[config.mk]
export PLATFORM = sky130hd
export DESIGN_NAME = seven_segment_scanner
export DESIGN_NICKNAME = d
export VERILOG_FILES = /design/src/rtl/seg_pkg.sv /design/src/rtl/glyph_decoder.sv /design/src/rtl/seven_segment_scanner.sv
export SDC_FILE = /design/constraint.sdc
export NUM_CORES = 1
export LEC_CHECK = 0
export CORE_ASPECT_RATIO = 0.5
export CORE_MARGIN = 1.5
export CORE_UTILIZATION = 62
export DETAILED_ROUTE_END_ITERATION = 16
export PLACE_DENSITY_LB_ADDON = 0.1
export SETUP_SLACK_MARGIN = 0.15
export SYNTH_ARGS = -nofsm -noshare
export SYNTH_HDL_FRONTEND = slang
export SYNTH_SLANG_ARGS = --single-unit
[constraint.sdc]
create_clock -name clk -period 9.2 [get_ports clk]
set_input_delay 2.3 -clock clk [delete_from_list [all_inputs] [get_ports clk]]
set_output_delay 2.3 -clock clk [all_outputs]
set_load 0.03 [all_outputs]
[src/rtl/seg_pkg.sv]
// Shared constants for the seven-segment scanner: glyph code width, named glyph codes
// and the all-segments-off pattern.
package seg_pkg;

  localparam int unsigned GLYPH_W = 5;
  localparam int unsigned SEG_W   = 7;

  typedef logic [GLYPH_W-1:0] glyph_t;
  typedef logic [SEG_W-1:0]   seg_t;

  // Segments are active-low, ordered {a,b,c,d,e,f,g}.
  localparam seg_t SEG_OFF = 7'h7F;

  localparam glyph_t GLYPH_A     = 5'd10;
  localparam glyph_t GLYPH_B     = 5'd11;
  localparam glyph_t GLYPH_C     = 5'd12;
  localparam glyph_t GLYPH_D     = 5'd13;
  localparam glyph_t GLYPH_E     = 5'd14;
  localparam glyph_t GLYPH_F     = 5'd15;
  localparam glyph_t GLYPH_L     = 5'd16;
  localparam glyph_t GLYPH_DASH  = 5'd17;
  localparam glyph_t GLYPH_BLANK = 5'd18;
  localparam glyph_t GLYPH_P     = 5'd19;
  localparam glyph_t GLYPH_N     = 5'd20;
  localparam glyph_t GLYPH_H     = 5'd21;
  localparam glyph_t GLYPH_U     = 5'd22;
  localparam glyph_t GLYPH_T     = 5'd23;

  // Width of a counter over 0..modulus-1, never less than one bit.
  function automatic int unsigned cnt_width(input int unsigned modulus);
    return (modulus > 1) ? $clog2(modulus) : 1;
  endfunction

endpackage

[src/rtl/glyph_decoder.sv]
// Combinational glyph code to active-low segment pattern; unused codes render blank.
module glyph_decoder
  import seg_pkg::*;
(
  input  logic [GLYPH_W-1:0] code,
  output logic [SEG_W-1:0]   seg
);

  always_comb begin
    seg = SEG_OFF;
    case (code)
      5'd0:        seg = 7'b0000001;
      5'd1:        seg = 7'b1001111;
      5'd2:        seg = 7'b0010010;
      5'd3:        seg = 7'b0000110;
      5'd4:        seg = 7'b1001100;
      5'd5:        seg = 7'b0100100;
      5'd6:        seg = 7'b0100000;
      5'd7:        seg = 7'b0001111;
      5'd8:        seg = 7'b0000000;
      5'd9:        seg = 7'b0000100;
      GLYPH_A:     seg = 7'b0001000;
      GLYPH_B:     seg = 7'b1100000;
      GLYPH_C:     seg = 7'b0110001;
      GLYPH_D:     seg = 7'b1000010;
      GLYPH_E:     seg = 7'b0110000;
      GLYPH_F:     seg = 7'b0111000;
      GLYPH_L:     seg = 7'b1110001;
      GLYPH_DASH:  seg = 7'b1111110;
      GLYPH_BLANK: seg = SEG_OFF;
      GLYPH_P:     seg = 7'b0011000;
      GLYPH_N:     seg = 7'b1101010;
      GLYPH_H:     seg = 7'b1001000;
      GLYPH_U:     seg = 7'b1000001;
      GLYPH_T:     seg = 7'b0111001;
      default:     seg = SEG_OFF;
    endcase
  end

endmodule

[src/rtl/seven_segment_scanner.sv]
// Time-multiplexed common-anode seven-segment driver with a double-buffered frame,
// per-digit blanking, blinking and decimal points.
module seven_segment_scanner
  import seg_pkg::*;
#(
  parameter int unsigned NUM_DIGITS  = 4,
  parameter int unsigned REFRESH_DIV = 100000,
  parameter int unsigned BLINK_DIV   = 25000000
) (
  input  logic                          clk,
  input  logic                          rst,
  input  logic [GLYPH_W*NUM_DIGITS-1:0] digits_in,
  input  logic [NUM_DIGITS-1:0]         blank_mask,
  input  logic [NUM_DIGITS-1:0]         blink_mask,
  input  logic [NUM_DIGITS-1:0]         dp_in,
  input  logic                          load,
  output logic [NUM_DIGITS-1:0]         anode_out,
  output logic [SEG_W-1:0]              seven_out,
  output logic                          dp_out,
  output logic                          frame_done
);

  localparam int unsigned SLOT_W  = cnt_width(REFRESH_DIV);
  localparam int unsigned BLINK_W = cnt_width(BLINK_DIV);
  localparam int unsigned IDX_W   = cnt_width(NUM_DIGITS);
  localparam int unsigned CODE_W  = GLYPH_W * NUM_DIGITS;

  localparam logic [SLOT_W-1:0]  SLOT_LAST  = SLOT_W'(REFRESH_DIV - 1);
  localparam logic [BLINK_W-1:0] BLINK_LAST = BLINK_W'(BLINK_DIV - 1);
  localparam logic [IDX_W-1:0]   IDX_LAST   = IDX_W'(NUM_DIGITS - 1);

  logic [SLOT_W-1:0]     slot_q, slot_d;
  logic [IDX_W-1:0]      idx_q, idx_d;
  logic [BLINK_W-1:0]    blink_cnt_q, blink_cnt_d;
  logic                  phase_q, phase_d;
  logic                  slot_wrap, blink_wrap, frame_start;

  logic [CODE_W-1:0]     pend_code_q, pend_code_d;
  logic [NUM_DIGITS-1:0] pend_blank_q, pend_blank_d;
  logic [NUM_DIGITS-1:0] pend_blink_q, pend_blink_d;
  logic [NUM_DIGITS-1:0] pend_dp_q, pend_dp_d;
  logic                  pend_valid_q, pend_valid_d;

  logic [CODE_W-1:0]     act_code_q, act_code_d;
  logic [NUM_DIGITS-1:0] act_blank_q, act_blank_d;
  logic [NUM_DIGITS-1:0] act_blink_q, act_blink_d;
  logic [NUM_DIGITS-1:0] act_dp_q, act_dp_d;

  logic [NUM_DIGITS-1:0] anode_q, anode_d;
  logic [SEG_W-1:0]      seven_q, seven_d;
  logic                  dp_q, dp_d;
  logic                  frame_done_q;

  logic [GLYPH_W-1:0]    code_sel;
  logic [SEG_W-1:0]      dec_seg;
  logic                  dark;

  // Scan and blink timing.
  always_comb begin
    slot_wrap   = (slot_q == SLOT_LAST);
    slot_d      = slot_wrap ? '0 : slot_q + 1'b1;
    idx_d       = idx_q;
    if (slot_wrap) begin
      idx_d = (idx_q == IDX_LAST) ? '0 : idx_q + 1'b1;
    end
    frame_start = slot_wrap && (idx_q == IDX_LAST);

    blink_wrap  = (blink_cnt_q == BLINK_LAST);
    blink_cnt_d = blink_wrap ? '0 : blink_cnt_q + 1'b1;
    phase_d     = phase_q ^ blink_wrap;
  end

  // Double buffer: loads land in pending; active only changes on a frame start, and a
  // load coinciding with the frame start bypasses pending so it shows immediately.
  always_comb begin
    pend_code_d  = pend_code_q;
    pend_blank_d = pend_blank_q;
    pend_blink_d = pend_blink_q;
    pend_dp_d    = pend_dp_q;
    pend_valid_d = pend_valid_q;
    act_code_d   = act_code_q;
    act_blank_d  = act_blank_q;
    act_blink_d  = act_blink_q;
    act_dp_d     = act_dp_q;

    if (load) begin
      pend_code_d  = digits_in;
      pend_blank_d = blank_mask;
      pend_blink_d = blink_mask;
      pend_dp_d    = dp_in;
      pend_valid_d = 1'b1;
    end

    if (frame_start) begin
      pend_valid_d = 1'b0;
      if (load) begin
        act_code_d  = digits_in;
        act_blank_d = blank_mask;
        act_blink_d = blink_mask;
        act_dp_d    = dp_in;
      end else if (pend_valid_q) begin
        act_code_d  = pend_code_q;
        act_blank_d = pend_blank_q;
        act_blink_d = pend_blink_q;
        act_dp_d    = pend_dp_q;
      end
    end
  end

  // Outputs are computed from next-state values so they line up with the index change.
  assign code_sel = act_code_d[GLYPH_W*int'(idx_d) +: GLYPH_W];

  glyph_decoder u_glyph_decoder (
    .code(code_sel),
    .seg (dec_seg)
  );

  always_comb begin
    dark           = act_blank_d[idx_d] | (act_blink_d[idx_d] & phase_d);
    anode_d        = '1;
    anode_d[idx_d] = 1'b0;
    seven_d        = dark ? SEG_OFF : dec_seg;
    dp_d           = dark ? 1'b1 : ~act_dp_d[idx_d];
  end

  always_ff @(posedge clk or posedge rst) begin
    if (rst) begin
      slot_q       <= '0;
      idx_q        <= '0;
      blink_cnt_q  <= '0;
      phase_q      <= 1'b0;
      pend_code_q  <= '0;
      pend_blank_q <= '1;
      pend_blink_q <= '0;
      pend_dp_q    <= '0;
      pend_valid_q <= 1'b0;
      act_code_q   <= '0;
      act_blank_q  <= '1;
      act_blink_q  <= '0;
      act_dp_q     <= '0;
      anode_q      <= '1;
      seven_q      <= SEG_OFF;
      dp_q         <= 1'b1;
      frame_done_q <= 1'b0;
    end else begin
      slot_q       <= slot_d;
      idx_q        <= idx_d;
      blink_cnt_q  <= blink_cnt_d;
      phase_q      <= phase_d;
      pend_code_q  <= pend_code_d;
      pend_blank_q <= pend_blank_d;
      pend_blink_q <= pend_blink_d;
      pend_dp_q    <= pend_dp_d;
      pend_valid_q <= pend_valid_d;
      act_code_q   <= act_code_d;
      act_blank_q  <= act_blank_d;
      act_blink_q  <= act_blink_d;
      act_dp_q     <= act_dp_d;
      anode_q      <= anode_d;
      seven_q      <= seven_d;
      dp_q         <= dp_d;
      frame_done_q <= frame_start;
    end
  end

  assign anode_out  = anode_q;
  assign seven_out  = seven_q;
  assign dp_out     = dp_q;
  assign frame_done = frame_done_q;

endmodule
==> impl_results.md, run 1 <==
- Gate power share: 0.055
- Worst Path Class, Setup: in -> reg
- Worst-skew pair later-pin latency: between 0.4 and 0.5 ns
- Cell Chain, Critical Path: clkdlybuf4s50_1 -> buf_4 -> nor2_1 -> nor3_2 -> buf_4 -> mux2_2 -> nand2_1 -> a21boi_0 -> o22ai_1 -> o41ai_2 -> a211o_1
- Total CTS buffers: 17
- Startpoint types: primary input
- DRC viols: 0
- Die boundary width: ~140 um
- Quantity of gates resized following cts: 0
- Most used cell, CP: buf_4
- Global-route wire length before repair: 21.00 mm
- DR pass1 iterations: 5
- # rows: 24
- Worst slew margin: 0.2915
- Synth top area share: 0.4413
- Final setup fails: 0
- Hold buffers post-CTS: 0
- Fill cells: 584
- Syn_nets: 565
- Final Critical Period: 5.841 ns
- Initial antenna violation count: 0
- FMAX: 171.2 MHz
- Slew Limit Fails: 0
- Detailed-route wire length per cell: around 18 um
- Worst slew pin tran: 1.054 ns
- DIE AREA: 10050 um^2
- Syn Area/Cell: 11.23 um^2
- Worst Hold Class: reg -> reg
- NetSw: 294.1 uW
- # clock sinks: between 100 and 150
- Crit end category: flop
- I/O pins: 48
- YS warnings: 0
- H-tree depth: 4
- Clock power frac: 0.505
- Post-CTS setup buffers: 0
- Worst-path cell with the longest stage delay: o22ai_1
- Via density: 6.007
- Final Core Density: 0.7809
- Inserted Diodes: 0
- CP Data Required Time: 9.53 ns
- Hpwl dp: 7.857 mm
- Clock root cell: clkbuf_16
- Violation count after the first detailed-route iteration: between 200 and 250
- Internal Power: 1006 uW
- WL final: 12.45 mm
- Vias in the first global route: ~4200
- Peak supply drop: 0.1231 mV
- Worst hold slack: 0.4713 ns
- Worst-path fanout max: 38
- Global-route usage over all layers: 0.2730
- Max incr delay on CP: 0.76 ns
- Total gr overflow: 0
- CTS max path bufs: 2
- Layout Skew: between 0.01 and 0.015 ns
- Via Count: approximately 4200
- PortBufs: 47
- Status: completed
- Synth cell types: 73
- Pin count of the biggest net entering global routing: 65
- Sequential share of the synthesized area: 0.5313
- Synthesized instance count: 520
- Share of cells above drive strength 1: 0.2161
- Final hold violation count: 0
- Yosys reg bits: 123
- Post-synth ARST share: 1.000
- Clk pin slew, worst setup/hold paths: 0.06 ns
- Final #Nets: approximately 620
- Predominant post-synthesis flop cell: dfrtp_1
- CTS tree: built
- Core area: 8919 um^2
- Synth Cell Area: approximately 6000 um^2
- Area growth from synthesis to layout: 19.24%
- Crit share post-route: 0.6349
- Chip Height: 71.63 um
- Area leader, netlist: dfrtp_1
- Part of the power in registers: 0.440
- Gpl congestion: 0.8454
- Starting Density: 0.6549
- Max cap viols: 0
- Cell leakage power: 0.003046 uW
- Post-route ant nets: 0
- RSZ-0062 raised after global routing: false
- Post-synth EDFFs: 0
- Setup_tns: 0 ns
- WP data arrival: 6.17 ns
- Sw Ratio: 0.2262
- Ranking of synthesized cells by area: dfrtp_1, dfstp_2, mux2_2
- Power density over the cells: 186.7 nW/um^2
-- sequential cells by signal (all words and copies together) (netlist names), 2 cells and up --
name and cells:
act_blank_q 4, act_blink_q 4, act_code_q 20, act_dp_q 4, anode_out 4, blink_cnt_q 25
idx_q 2, pend_blank_q 4, pend_blink_q 4, pend_code_q 20, pend_dp_q 4, seven_out 7
slot_q 17
-- routing by layer --
metal	GRT usage	vias to the layer above	wire length (um)
li1	-	1963	-
met1	0.3535	2098	5639
met2	0.4615	128	6046
met3	0.06217	16	593
met4	0.09942	0	172
met5	0	-	0
-- Yosys cell counts (all sizes together) (7+ instances only) --
library cell	number
nor2	61
xnor2	15
o221a	7
or3	7
o21ai	19
o21bai	8
dfrtp	103
clkbuf	8
xor2	22
nor3	8
and3	14
inv	10
nand3	18
o22ai	12
a21oi	8
ha	10
nand2	42
dfstp	20
buf	12
mux2	43
-- placed cells by master, fill, tap and decap left out, drive strengths merged, types with 7 or more instances in the layout --
cell type / synthesis / final
and3: 14 / 14
dfrtp: 103 / 103
dfstp: 20 / 20
nand2: 42 / 42
ha: 10 / 10
o21ai: 19 / 19
or3: 7 / 7
o21bai: 8 / 8
xnor2: 15 / 15
nor3: 8 / 8
clkinv: 2 / 9
inv: 10 / 13
nor2: 61 / 61
xor2: 22 / 22
nand3: 18 / 18
a21oi: 8 / 8
o22ai: 12 / 12
clkbuf: 8 / 18
clkdlybuf4s50: 0 / 47
o221a: 7 / 7
mux2: 43 / 43
-- cells by family (layout without fill, tap and decap cells) --
kind of cell               Yosys count  after routing  synth area share
and+or+nand+nor                    184            184            0.1630
DFF                                123            123            0.5313
AOI/OAI and AO/OA                   86             86            0.1095
muxes                               48             48           0.09276
xor gates and xnor gates            37             37           0.05548
buffers and inverters               32             95           0.02656
adders and majority gates           10             10           0.02142
-- power by group through the flow --
| stage | combinational [uW] | sequential, uW | clock (uW) |
|---|---|---|---|
| 2_1_floorplan | 38.1 | 583 | 0 |
| 3_3_place_gp | 69.3 | 580 | 0 |
| 3_5_place_dp | 71.2 | 581 | 0 |
| 4_1_cts | 72.1 | 572 | 661 |
| 5_1_grt | 77.8 | 574 | 685 |
| 6_report | 71.0 | 572 | 657 |
-- worst paths after layout --
| path | start | endpoint | slack (ns) | cells after the start |
|---|---|---|---|---|
| max in group asynchronous | rst | act_code_q[18] | 5.60 | 3 |
| worst min register to register | phase_q | phase_q | 0.47 | 1 |
| min in group asynchronous | rst | slot_q[0] | 2.37 | 2 |
| worst max register to register | slot_q[6] | seven_out[0] | 4.34 | 12 |
| worst max-delay path | load | seven_out[2] | 3.36 | 11 |
| worst min-delay path | phase_q | phase_q | 0.47 | 1 |
-- through the flow --
step                      cell area (um^2)  std cells  total power, uW  setup WS, ns
after floorplan                       5841        520            620.9         3.662
after detailed placement              6381        668            652.4         3.046
after global routing                  6964        700             1337         3.208
final                                 6964        700             1300         3.359
after global placement                6381        668            649.4         3.167
after CTS                             6964        700             1306         3.442
-- worst max-delay path, delay by kind of cell --
kind	cells	cell delay [ns]
mux	1	0.37
buf+inv	3	1.25
simple gates	3	0.89
compound gates	4	1.36
-- cell type report --
class	instances	area [um^2]	share of cell area
clock inverters	14	143.9	0.02066
clock buffers	18	439.2	0.06306
repair buffers	51	500.5	0.07186
flip-flops and latches	123	3103	0.4456
multi-input cells	365	2582	0.3708
inverters	12	48.80	0.007007
well taps	117	146.4	0.02102
(Power assumes the default switching activity.)
==> run 2, diff against run 1 <==
- CORE_UTILIZATION: 62 -> 58
- clock period: 9.2 -> 5.88 ns (I/O delays scaled with it)
==> impl_results.md, run 2 (same netlist as run 1, synthesis figures left out) <==
- Status: completed
- Chip Height: 73.96 um (+3.3%)
- CTS max path bufs: 2 (unchanged)
- Initial antenna violation count: 0 (unchanged)
- Final Core Density: 0.7313 (-0.04953)
- Worst-path fanout max: 11 (-71%)
- Violation count after the first detailed-route iteration: 191 (-20%)
- WP data arrival: 4.97 ns (-1.20 ns)
- Via density: 5.766 (-4.0%)
- Hold buffers post-CTS: 0 (unchanged)
- Max incr delay on CP: 0.72 ns (-0.04 ns)
- Post-CTS setup buffers: 0 (unchanged)
- Gpl congestion: 0.8255 (-2.4%)
- CP Data Required Time: 6.22 ns (-3.31 ns)
- Crit end category: flop
- Quantity of gates resized following cts: 0 (unchanged)
- Power density over the cells: 289.4 nW/um^2 (+55%)
- Worst-skew pair later-pin latency: 0.41 ns (about the same)
- Detailed-route wire length per cell: 16.60 um (-6.7%)
- RSZ-0062 raised after global routing: false
- Worst hold slack: 0.4777 ns (+0.006378 ns)
- Pin count of the biggest net entering global routing: 55 (-15%)
- Cell leakage power: 0.003053 uW (+0.23%)
- # rows: 25 (+4.2%)
- Area growth from synthesis to layout: 20.24%
- Total CTS buffers: 17 (unchanged)
- Top reg by flops: blink_cnt_q
- Max cap viols: 0 (unchanged)
- Final Critical Period: 4.635 ns
- FMAX: 215.7 MHz
- Inserted Diodes: 0 (unchanged)
- Largest register FFs: 25 (unchanged)
- H-tree depth: 4 (unchanged)
- Post-route ant nets: 0 (unchanged)
- Delay-heaviest family, CP: simple AND/OR/NAND/NOR gates
- Setup_tns: 0 ns (unchanged)
- Starting Density: 0.6082 (-0.04667)
- I/O pins: 48 (unchanged)
- Vias in the first global route: 4203 (-0.94%)
- Commonest non-fill, non-tap cell in the layout: dfrtp_1
- Final hold violation count: 0 (unchanged)
- Peak supply drop: 0.2377 mV (+93%)
- Worst Hold Class: reg -> reg
- Final #Nets: 620 (+0.81%)
- Worst Path Buf+Inv: 2 (-1)
- Fill cells: 665 (+14%)
- Worst slew margin: 0.4813 (+0.1899)
- Die boundary width: 144.9 um (+3.3%)
- Placed cell count: 691 (+3.4%)
- Via Count: 4169 (-0.86%)
- Clock root cell: clkbuf_16
- Worst-path cell with the longest stage delay: nor4_4
- Startpoint types: flop
- Core area: 9603 um^2 (+7.7%)
- Slew Limit Fails: 0 (unchanged)
- DRC viols: 0 (unchanged)
- DIE AREA: 10720 um^2 (+6.7%)
- Crit share post-route: 0.7883
- Clk pin slew, worst setup/hold paths: 0.06 ns (about the same)
- WL final: 12.00 mm (-3.6%)
- Global-route wire length before repair: 20.21 mm (-3.7%)
- CTS tree: built
- Global-route usage over all layers: 0.2439 (-0.02912)
- Share of cells above drive strength 1: 0.2194 (+0.003264)
- Final cell count without fillers: 723 (+3.3%)
- DR pass1 iterations: 4 (-1)
- # clock sinks: 123 (unchanged)
- Worst Path Class, Setup: reg -> reg
- Layout Skew: 0.007376 ns (-0.004081 ns)
- Total gr overflow: 0 (unchanged)
- Largest regs: blink_cnt_q (25), act_code_q (20), pend_code_q (20)
- Final setup fails: 0 (unchanged)
- Commonest non-fill, non-tap cells in the layout: dfrtp_1, nor2_1, clkdlybuf4s50_1, mux2_2, nand2_1
- PortBufs: 47 (unchanged)
- Worst slew pin tran: 0.7722 ns (-0.2819 ns)
- Hpwl dp: 7.987 mm (+1.7%)
- Cell Chain, Critical Path: or4b_4 -> nor4_4 -> mux2i_2 -> clkinv_2 -> nor2_2 -> clkinv_1 -> o22a_1 -> o211ai_1 -> ha_1 -> nor2_1 -> o31ai_1 -> a211o_1
run 2: metal layers:
layer / vias up / routed length [um] / part of all wire / track usage
li1: 1977 / - / - / -
met1: 2054 / 5475 / 0.46 / 0.3100
met2: 109 / 5710 / 0.48 / 0.4104
met3: 29 / 543 / 0.045 / 0.05337
met4: 0 / 273 / 0.023 / 0.1214
met5: - / 0 / 0 / 0
run 2: through the flow:
step | worst slack [ns] | power, uW | cell area, um^2
global placement | 1.175 | 1020 | 6441
detailed placement | 1.136 | 1022 | 6441
floorplan | 1.172 | 971.4 | 5841
global route | 0.9436 | 2091 | 7023
CTS | 1.257 | 2048 | 7023
finish | 1.245 | 2032 | 7023
run 2: power breakdown:
| group | switching, uW | total (uW) | leakage (uW) | internal, uW |
|---|---|---|---|---|
| clock | 381 | 1030 | 0.000271 | 644 |
| sequential | 12.6 | 896 | 0.00153 | 883 |
| combinational | 54.1 | 111 | 0.00125 | 56.7 |
| total | 448 | 2030 | 0.00305 | 1580 |
run 2: final cells by class:
type | count | area (um^2) | share of cell area
flip-flops and latches | 123 | 3103 | 0.4418
well taps | 135 | 168.9 | 0.02405
inverters | 12 | 48.80 | 0.006948
multi-input cells | 365 | 2582 | 0.3677
clock buffers | 21 | 460.4 | 0.06556
repair buffers | 56 | 538.0 | 0.07661
clock inverters | 11 | 121.4 | 0.01728
run 2: worst reg2reg max path, delay by kind of cell (launching register included):
| family | cells | cell delay [ns] |
|---|---|---|
| AOI/OAI and AO/OA | 4 | 1.00 |
| adders and majority gates | 1 | 0.39 |
| buffers and inverters | 2 | 0.41 |
| DFF | 1 | 0.42 |
| muxes | 1 | 0.53 |
| and+or+nand+nor | 4 | 1.80 |
run 2: worst paths after layout:
path | end | startpoint | slack [ns] | depth (start not counted)
worst max-delay path | seven_out[2] | slot_q[6] | 1.24 | 12
worst min-delay path | phase_q | phase_q | 0.48 | 1
worst max register to register | seven_out[2] | slot_q[6] | 1.24 | 12
worst min register to register | phase_q | phase_q | 0.48 | 1
max in group asynchronous | seven_out[2] | rst | 3.38 | 3
min in group asynchronous | slot_q[8] | rst | 1.51 | 2
